--- config.mk ---
export PLATFORM = sky130hd
export DESIGN_NAME = sha_work_loader
export DESIGN_NICKNAME = d
export VERILOG_FILES = /design/src/rtl/sha_work_loader_pkg.sv /design/src/rtl/sha_work_shifter.sv /design/src/rtl/sha_work_loader.sv
export SDC_FILE = /design/constraint.sdc
export NUM_CORES = 2
export LEC_CHECK = 0
export CORE_ASPECT_RATIO = 0.75
export CORE_UTILIZATION = 54
export DETAILED_ROUTE_END_ITERATION = 12
export PLACE_DENSITY = 0.79
export SYNTH_ARGS = -nofsm -noshare
export SYNTH_HDL_FRONTEND = slang
export SYNTH_SLANG_ARGS = --single-unit
export TNS_END_PERCENT = 10
--- constraint.sdc ---
create_clock -name CLK -period 2.4 [get_ports CLK]
set_input_delay 0.48 -clock CLK [delete_from_list [all_inputs] [get_ports CLK]]
set_output_delay 0.48 -clock CLK [all_outputs]
set_load 0.05 [all_outputs]
--- src/rtl/sha_work_loader_pkg.sv ---
// Shared definitions for the SHA work loader: FSM states, framing constants
// and the bit positions of each work field inside the assembled frame image.
package sha_work_loader_pkg;

    localparam int         FRAME_BYTES = 80;
    localparam logic [7:0] HEADER_BYTE = 8'hA5;
    localparam int         SHADOW_BITS = FRAME_BYTES * 8;
    localparam int         COUNT_BITS  = 7;

    // LSB position of each field in the 640-bit image (first byte received is the MSB)
    localparam int DIGEST_INITIAL_LSB = 384;
    localparam int DIGEST_IN_LSB      = 128;
    localparam int MERKLE_LSB         = 96;
    localparam int TIME_LSB           = 64;
    localparam int TARGET_LSB         = 32;
    localparam int NONCE_LSB          = 0;

    typedef enum logic [2:0] {
        ST_IDLE    = 3'd0,
        ST_LOAD    = 3'd1,
        ST_ARM     = 3'd2,
        ST_RELEASE = 3'd3,
        ST_RUN     = 3'd4,
        ST_FOUND   = 3'd5
    } state_t;

endpackage

--- src/rtl/sha_work_shifter.sv ---
// Byte-wide shift register that assembles a work frame, with a saturating byte
// counter and a commit register bank that drives the hasher's work inputs.
module sha_work_shifter
    import sha_work_loader_pkg::*;
(
    input  logic         CLK,
    input  logic         RST,
    input  logic         clear,
    input  logic         shift_en,
    input  logic [7:0]   byte_in,
    input  logic         commit,
    output logic         at_last,
    output logic [255:0] digest_intial_o,
    output logic [255:0] digest_in_o,
    output logic [31:0]  merkle_o,
    output logic [31:0]  time_o,
    output logic [31:0]  target_o,
    output logic [31:0]  nonce_o
);

    localparam logic [COUNT_BITS-1:0] LAST_INDEX = COUNT_BITS'(FRAME_BYTES - 1);
    localparam logic [COUNT_BITS-1:0] COUNT_MAX  = '1;

    logic [SHADOW_BITS-1:0] shadow_q, shadow_d;
    logic [COUNT_BITS-1:0]  count_q, count_d;
    logic [255:0]           digest_intial_q, digest_intial_d;
    logic [255:0]           digest_in_q, digest_in_d;
    logic [31:0]            merkle_q, merkle_d;
    logic [31:0]            time_q, time_d;
    logic [31:0]            target_q, target_d;
    logic [31:0]            nonce_q, nonce_d;

    // The byte being accepted now is the final payload byte of the frame
    assign at_last = (count_q == LAST_INDEX);

    // Shift incoming bytes in from the bottom; clear discards a partial frame
    always_comb begin
        shadow_d = shadow_q;
        count_d  = count_q;
        if (clear) begin
            shadow_d = '0;
            count_d  = '0;
        end else if (shift_en) begin
            shadow_d = {shadow_q[SHADOW_BITS-9:0], byte_in};
            if (count_q != COUNT_MAX) begin
                count_d = count_q + COUNT_BITS'(1);
            end
        end
    end

    // Copy the assembled image onto the hasher-facing fields only on commit
    always_comb begin
        digest_intial_d = digest_intial_q;
        digest_in_d     = digest_in_q;
        merkle_d        = merkle_q;
        time_d          = time_q;
        target_d        = target_q;
        nonce_d         = nonce_q;
        if (commit) begin
            digest_intial_d = shadow_q[DIGEST_INITIAL_LSB +: 256];
            digest_in_d     = shadow_q[DIGEST_IN_LSB +: 256];
            merkle_d        = shadow_q[MERKLE_LSB +: 32];
            time_d          = shadow_q[TIME_LSB +: 32];
            target_d        = shadow_q[TARGET_LSB +: 32];
            nonce_d         = shadow_q[NONCE_LSB +: 32];
        end
    end

    // State registers for the shadow image, counter and committed fields
    always_ff @(posedge CLK or negedge RST) begin
        if (!RST) begin
            shadow_q        <= '0;
            count_q         <= '0;
            digest_intial_q <= '0;
            digest_in_q     <= '0;
            merkle_q        <= '0;
            time_q          <= '0;
            target_q        <= '0;
            nonce_q         <= '0;
        end else begin
            shadow_q        <= shadow_d;
            count_q         <= count_d;
            digest_intial_q <= digest_intial_d;
            digest_in_q     <= digest_in_d;
            merkle_q        <= merkle_d;
            time_q          <= time_d;
            target_q        <= target_d;
            nonce_q         <= nonce_d;
        end
    end

    assign digest_intial_o = digest_intial_q;
    assign digest_in_o     = digest_in_q;
    assign merkle_o        = merkle_q;
    assign time_o          = time_q;
    assign target_o        = target_q;
    assign nonce_o         = nonce_q;

endmodule

--- src/rtl/sha_work_loader.sv ---
// Feeds framed work units to the SHA hasher: assembles the frame, holds the
// hasher in reset while loading, releases and enables it, then latches the
// solution it reports. Hasher control outputs are registered from the next
// state, so they lag the FSM by one cycle (rst_n rises as RUN is entered).
module sha_work_loader
    import sha_work_loader_pkg::*;
#(
    parameter int TIMEOUT_CYCLES = 1024
) (
    input  logic         CLK,
    input  logic         RST,
    input  logic [7:0]   rx_data,
    input  logic         rx_valid,
    output logic         rx_ready,
    output logic         hasher_rst_n,
    output logic         hasher_write_en,
    output logic [255:0] digest_intial_o,
    output logic [255:0] digest_in_o,
    output logic [31:0]  merkle_o,
    output logic [31:0]  time_o,
    output logic [31:0]  target_o,
    output logic [31:0]  nonce_o,
    input  logic         hasher_valid,
    input  logic [31:0]  hasher_time,
    input  logic [31:0]  hasher_nonce,
    output logic         found,
    output logic [31:0]  found_time,
    output logic [31:0]  found_nonce,
    output logic         busy,
    output logic         frame_err
);

    localparam int                    TIMER_BITS  = $clog2(TIMEOUT_CYCLES + 1);
    localparam logic [TIMER_BITS-1:0] TIMER_LIMIT = TIMER_BITS'(TIMEOUT_CYCLES);

    state_t                state_q, state_d;
    logic [TIMER_BITS-1:0] timer_q, timer_d;
    logic                  hasher_rst_n_q, hasher_rst_n_d;
    logic                  write_en_q, write_en_d;
    logic                  busy_q, busy_d;
    logic                  frame_err_q, frame_err_d;
    logic                  found_q, found_d;
    logic [31:0]           found_time_q, found_time_d;
    logic [31:0]           found_nonce_q, found_nonce_d;

    logic transfer;
    logic is_header;
    logic shift_en;
    logic clear;
    logic commit;
    logic at_last;

    assign rx_ready  = (state_q != ST_ARM) && (state_q != ST_RELEASE);
    assign transfer  = rx_valid && rx_ready;
    assign is_header = (rx_data == HEADER_BYTE);

    sha_work_shifter u_shifter (
        .CLK             (CLK),
        .RST             (RST),
        .clear           (clear),
        .shift_en        (shift_en),
        .byte_in         (rx_data),
        .commit          (commit),
        .at_last         (at_last),
        .digest_intial_o (digest_intial_o),
        .digest_in_o     (digest_in_o),
        .merkle_o        (merkle_o),
        .time_o          (time_o),
        .target_o        (target_o),
        .nonce_o         (nonce_o)
    );

    // Next-state, frame timer, solution latch and registered hasher controls
    always_comb begin
        state_d       = state_q;
        timer_d       = timer_q;
        frame_err_d   = 1'b0;
        shift_en      = 1'b0;
        clear         = 1'b0;
        commit        = 1'b0;
        found_d       = found_q;
        found_time_d  = found_time_q;
        found_nonce_d = found_nonce_q;

        case (state_q)
            ST_IDLE: begin
                timer_d = '0;
                if (transfer && is_header) begin
                    clear   = 1'b1;
                    state_d = ST_LOAD;
                end
            end
            ST_LOAD: begin
                if (transfer) begin
                    shift_en = 1'b1;
                    timer_d  = '0;
                    if (at_last) begin
                        state_d = ST_ARM;
                    end
                end else if (timer_q == TIMER_LIMIT) begin
                    frame_err_d = 1'b1;
                    clear       = 1'b1;
                    timer_d     = '0;
                    state_d     = ST_IDLE;
                end else begin
                    timer_d = timer_q + TIMER_BITS'(1);
                end
            end
            ST_ARM: begin
                commit        = 1'b1;
                found_d       = 1'b0;
                found_time_d  = '0;
                found_nonce_d = '0;
                state_d       = ST_RELEASE;
            end
            ST_RELEASE: begin
                state_d = ST_RUN;
            end
            ST_RUN: begin
                if (hasher_valid) begin
                    found_d       = 1'b1;
                    found_time_d  = hasher_time;
                    found_nonce_d = hasher_nonce;
                    state_d       = ST_FOUND;
                end
                if (transfer && is_header) begin
                    clear   = 1'b1;
                    timer_d = '0;
                    state_d = ST_LOAD;
                end
            end
            ST_FOUND: begin
                if (transfer && is_header) begin
                    clear   = 1'b1;
                    timer_d = '0;
                    state_d = ST_LOAD;
                end
            end
            default: begin
                state_d = ST_IDLE;
            end
        endcase

        hasher_rst_n_d = (state_d == ST_RUN) || (state_d == ST_FOUND);
        write_en_d     = (state_q == ST_RUN) && (state_d == ST_RUN);
        busy_d         = write_en_d;
    end

    // State and output registers; reset holds the hasher in reset immediately
    always_ff @(posedge CLK or negedge RST) begin
        if (!RST) begin
            state_q        <= ST_IDLE;
            timer_q        <= '0;
            hasher_rst_n_q <= 1'b0;
            write_en_q     <= 1'b0;
            busy_q         <= 1'b0;
            frame_err_q    <= 1'b0;
            found_q        <= 1'b0;
            found_time_q   <= '0;
            found_nonce_q  <= '0;
        end else begin
            state_q        <= state_d;
            timer_q        <= timer_d;
            hasher_rst_n_q <= hasher_rst_n_d;
            write_en_q     <= write_en_d;
            busy_q         <= busy_d;
            frame_err_q    <= frame_err_d;
            found_q        <= found_d;
            found_time_q   <= found_time_d;
            found_nonce_q  <= found_nonce_d;
        end
    end

    assign hasher_rst_n    = hasher_rst_n_q;
    assign hasher_write_en = write_en_q;
    assign busy            = busy_q;
    assign frame_err       = frame_err_q;
    assign found           = found_q;
    assign found_time      = found_time_q;
    assign found_nonce     = found_nonce_q;

endmodule
==> impl_metrics.toml <==
[drt]
dr_total_vias = 43636
drc = 0
wl_mm = 153.8
wl_per_cell_um = 19.61
antenna_left = 0
drtIter0Drc = 4652
via_per_inst = 5.564
dr.pass1.iters = 6

[cts]
cts_tree = "yes"
cts_buffers = 132
clock_sinks = 1369
cts_buffer_depth = 3
cts_root_buf = "clkbuf_16"
htreeDepth = 4
worst_skew_pair.late_latency_ps = 730
cts.clk_slew.worst_paths_ps = 70

[timing]
max_freq_mhz = 421.8
post-route-min-period_ps = 2371
fin_worst_skew_ps = 25.04
max_slew.worst_pin.slew_ps = 885.7
slew_headroom_pct = 40.96
whs_ps = 337.0
report.final.hold_viol_count = 0
finalCritPeriodShare_pct = 98.78
slew_viol_final = 0
report.final.setup_viol = 0

[power_and_ir_drop]
power.share.switching_pct = 21.80
p_leak_nw = 37.45
pwr-share-seq_pct = 50.4
peakVddDrop_uv = 527.0
pwr-share-comb_pct = 3.0
p_per_area_mw_per_mm2 = 693.9
switchingPower_mw = 10.10
clockPowerShare_pct = 46.7
p_int_mw = 36.24

[die]
rows = 98
initial_core_util_pct = 54.67
die_w_um = 361.3
fp.dieH_um = 271.5
io_pins = 786
die_area_mm2 = 0.09809
core_area_mm2 = 0.09564

[placement]
dpl.hpwl_mm = 103.9
place.gp.congestion = 0.8864
placed_cells = 7605
dpl_cell_area_mm2 = 0.06276
io_buffers = 785

[worst_setup_path]
crit_buf_inv = 1
critical_path_class = "reg -> out"
max_stage_delay_ps = 810
reg2reg_from = "state_q[2]"
worstPathRequired_ps = 1920
end_kind = "primary output"
critical_path.top_delay_family = "buffers and inverters"
worst_path_max_delay_cell = "clkdlybuf4s50_1"
crit_start = "found_nonce[20]"
arrival_ps = 1890
start_kind = "register"
path_max_fanout = 2
cp_cell_sequence = "clkdlybuf4s50_1"

[yosys]
synthesis.area_mm2 = 0.05229
ys_types = 42
synth-compound-area-share_pct = 7.640
yosys_warnings = 0
syn_avg_cell_area_um2 = 9.078
synth_seq_cells = 1369
synthCells = 5760
synth_xor_area_share_pct = 0.05025
synthFlopType = "dfrtp_1"
synth_edf_count = 0
synthSimpleGateAreaFrac_pct = 23.69
syn-num-nets = 5839
synth_top_family_by_area = "simple AND/OR/NAND/NOR gates"
synth_adder_area_share_pct = 0.07178
async_flop_share_pct = 100.0
synthMuxAreaShare_pct = 0.05982
ys_seq_area_share_pct = 65.51

[grt]
first_global_vias = 43058
gr-usage-met2_pct = 48.98
track_usage_pct = 31.44
grtUsageMet3_pct = 5.399
grt_max_degree = 135
busiest_layer = "met2"
gr-usage-met1_pct = 44.41
grt_remaining_overflow = 0
grt_first_pass_wirelength_mm = 243.1
antenna_found_initial = 1

[flow_run]
cap_violations = 0

[final_layout]
fin_util_pct = 69.84
diodes = 0
drive_above_1_share_pct = 6.265
syn_to_final_growth_pct = 27.74
instances_no_fill = 7842
nets = 6569
design_area_mm2 = 0.06679

[status]
status = "finished clean"

[min_path]
hp-class = "in -> async"
cells in the mapped netlist (3+ instances only):
cell type	number	area share, %
a21oi_1	644	6.2
nand2_1	3211	23
buf_1	24	0.17
o21ai_0	7	0.067
nor4bb_1	3	0.057
ha_1	3	0.072
and3_1	6	0.072
nor3_1	4	0.038
nor2_1	16	0.11
buf_2	95	0.91
a221o_1	5	0.096
dfrtp_1	1369	66
clkbuf_1	255	1.8
a22o_1	66	1.1
nor4b_1	3	0.050
nand4_1	4	0.048
inv_1	6	0.043
nand3_1	5	0.048
a31oi_1	4	0.048
cells in the final DEF, fill, tap and decap left out, types with 3 or more instances in the layout:
cell,synthesis,final
ha_1,3,3
a21oi_1,644,644
clkdlybuf4s50_1,0,131
a221o_1,5,5
dfrtp_1,1369,1369
nand2_1,3211,3211
clkbuf_1,255,25
inv_6,0,7
nor3_1,4,4
inv_1,6,6
nor2_1,16,14
nand3_1,5,5
clkinv_2,0,20
a22o_1,66,66
dlygate4sd2_1,0,561
a31oi_1,4,4
buf_12,0,89
bufinv_16,0,12
clkbuf_16,0,135
o21ai_0,7,7
dlymetal6s2s_1,0,86
clkbuf_8,0,29
buf_4,1,102
and3_1,6,6
nand4_1,4,4
power groups by stage:
| stage | clock [mW] | combinational [mW] | sequential, mW |
|---|---|---|---|
| after floorplan | 0 | 0.406 | 23.7 |
| after global placement | 0 | 1.36 | 23.8 |
| after detailed placement | 0 | 1.38 | 23.8 |
| after CTS | 21.9 | 1.40 | 23.3 |
| after global routing | 22.8 | 1.53 | 23.3 |
| final | 21.6 | 1.37 | 23.3 |
registers in the layout, summed over array words and instances, names as in the netlist, 32 cells and up:
register / cells
u_shifter.merkle_o: 32
u_shifter.shadow_q: 640
u_shifter.digest_intial_o: 256
found_time: 32
u_shifter.digest_in_o: 256
u_shifter.nonce_o: 32
u_shifter.target_o: 32
found_nonce: 32
u_shifter.time_o: 32
routing by layer:
metal	wire, um	vias up
met5	0	-
met4	6211	0
met3	11350	380
met2	72070	1898
met1	64150	21804
li1	-	19554
per-stage QoR:
stage | total power, mW | TNS [ps] | setup slack [ps]
4_1_cts | 46.60 | 0 | 0.2081
3_5_place_dp | 25.16 | -225160 | -450.0
6_report | 46.35 | 0 | 29.24
3_3_place_gp | 25.12 | -202910 | -399.0
2_1_floorplan | 24.12 | 0 | 360.5
5_1_grt | 47.65 | -7.353 | -4.555
final timing paths:
path / to / slack (ps) / depth (start not counted)
min in group CLK: found_nonce[15] / 370 / 2
max reg2reg: u_shifter.shadow_q[370] / 210 / 5
max in group asynchronous: u_shifter.digest_in_o[236] / 1110 / 4
max: found_nonce[20] / 30 / 1
min: u_shifter.digest_in_o[120] / 340 / 2
min reg2reg: u_shifter.digest_in_o[207] / 470 / 2
cells by family (layout without fill, tap and decap cells):
| family | after synthesis | after routing |
|---|---|---|
| muxes | 3 | 3 |
| buffers and inverters | 381 | 1213 |
| DFF | 1369 | 1369 |
| and+or+nand+nor | 3266 | 3266 |
| adders and majority gates | 3 | 3 |
| xor gates and xnor gates | 3 | 3 |
| AOI/OAI and AO/OA | 735 | 735 |
what timing repair did:
action / in CTS / in global routing
gates cloned: 0 / 0
buffers inserted: 0 / 0
endpoints found under the hold margin: 30 / 0
setup endpoints to repair: 561 / 121
gates resized for setup: 561 / 87
hold buffers: 1 / 0
layout make-up:
class                           instances  area, um^2
Multi-Input combinational cell       4010       16560
Fill cell                            7081       28850
Sequential cell                      1369       34260
Inverter                                6       22.52
Clock inverter                         47       629.4
Timing Repair Buffer                  971        9886
Clock buffer                          189        3871
Tap cell                             1250        1564
No activity file was read; power rests on OpenSTA's default activity.
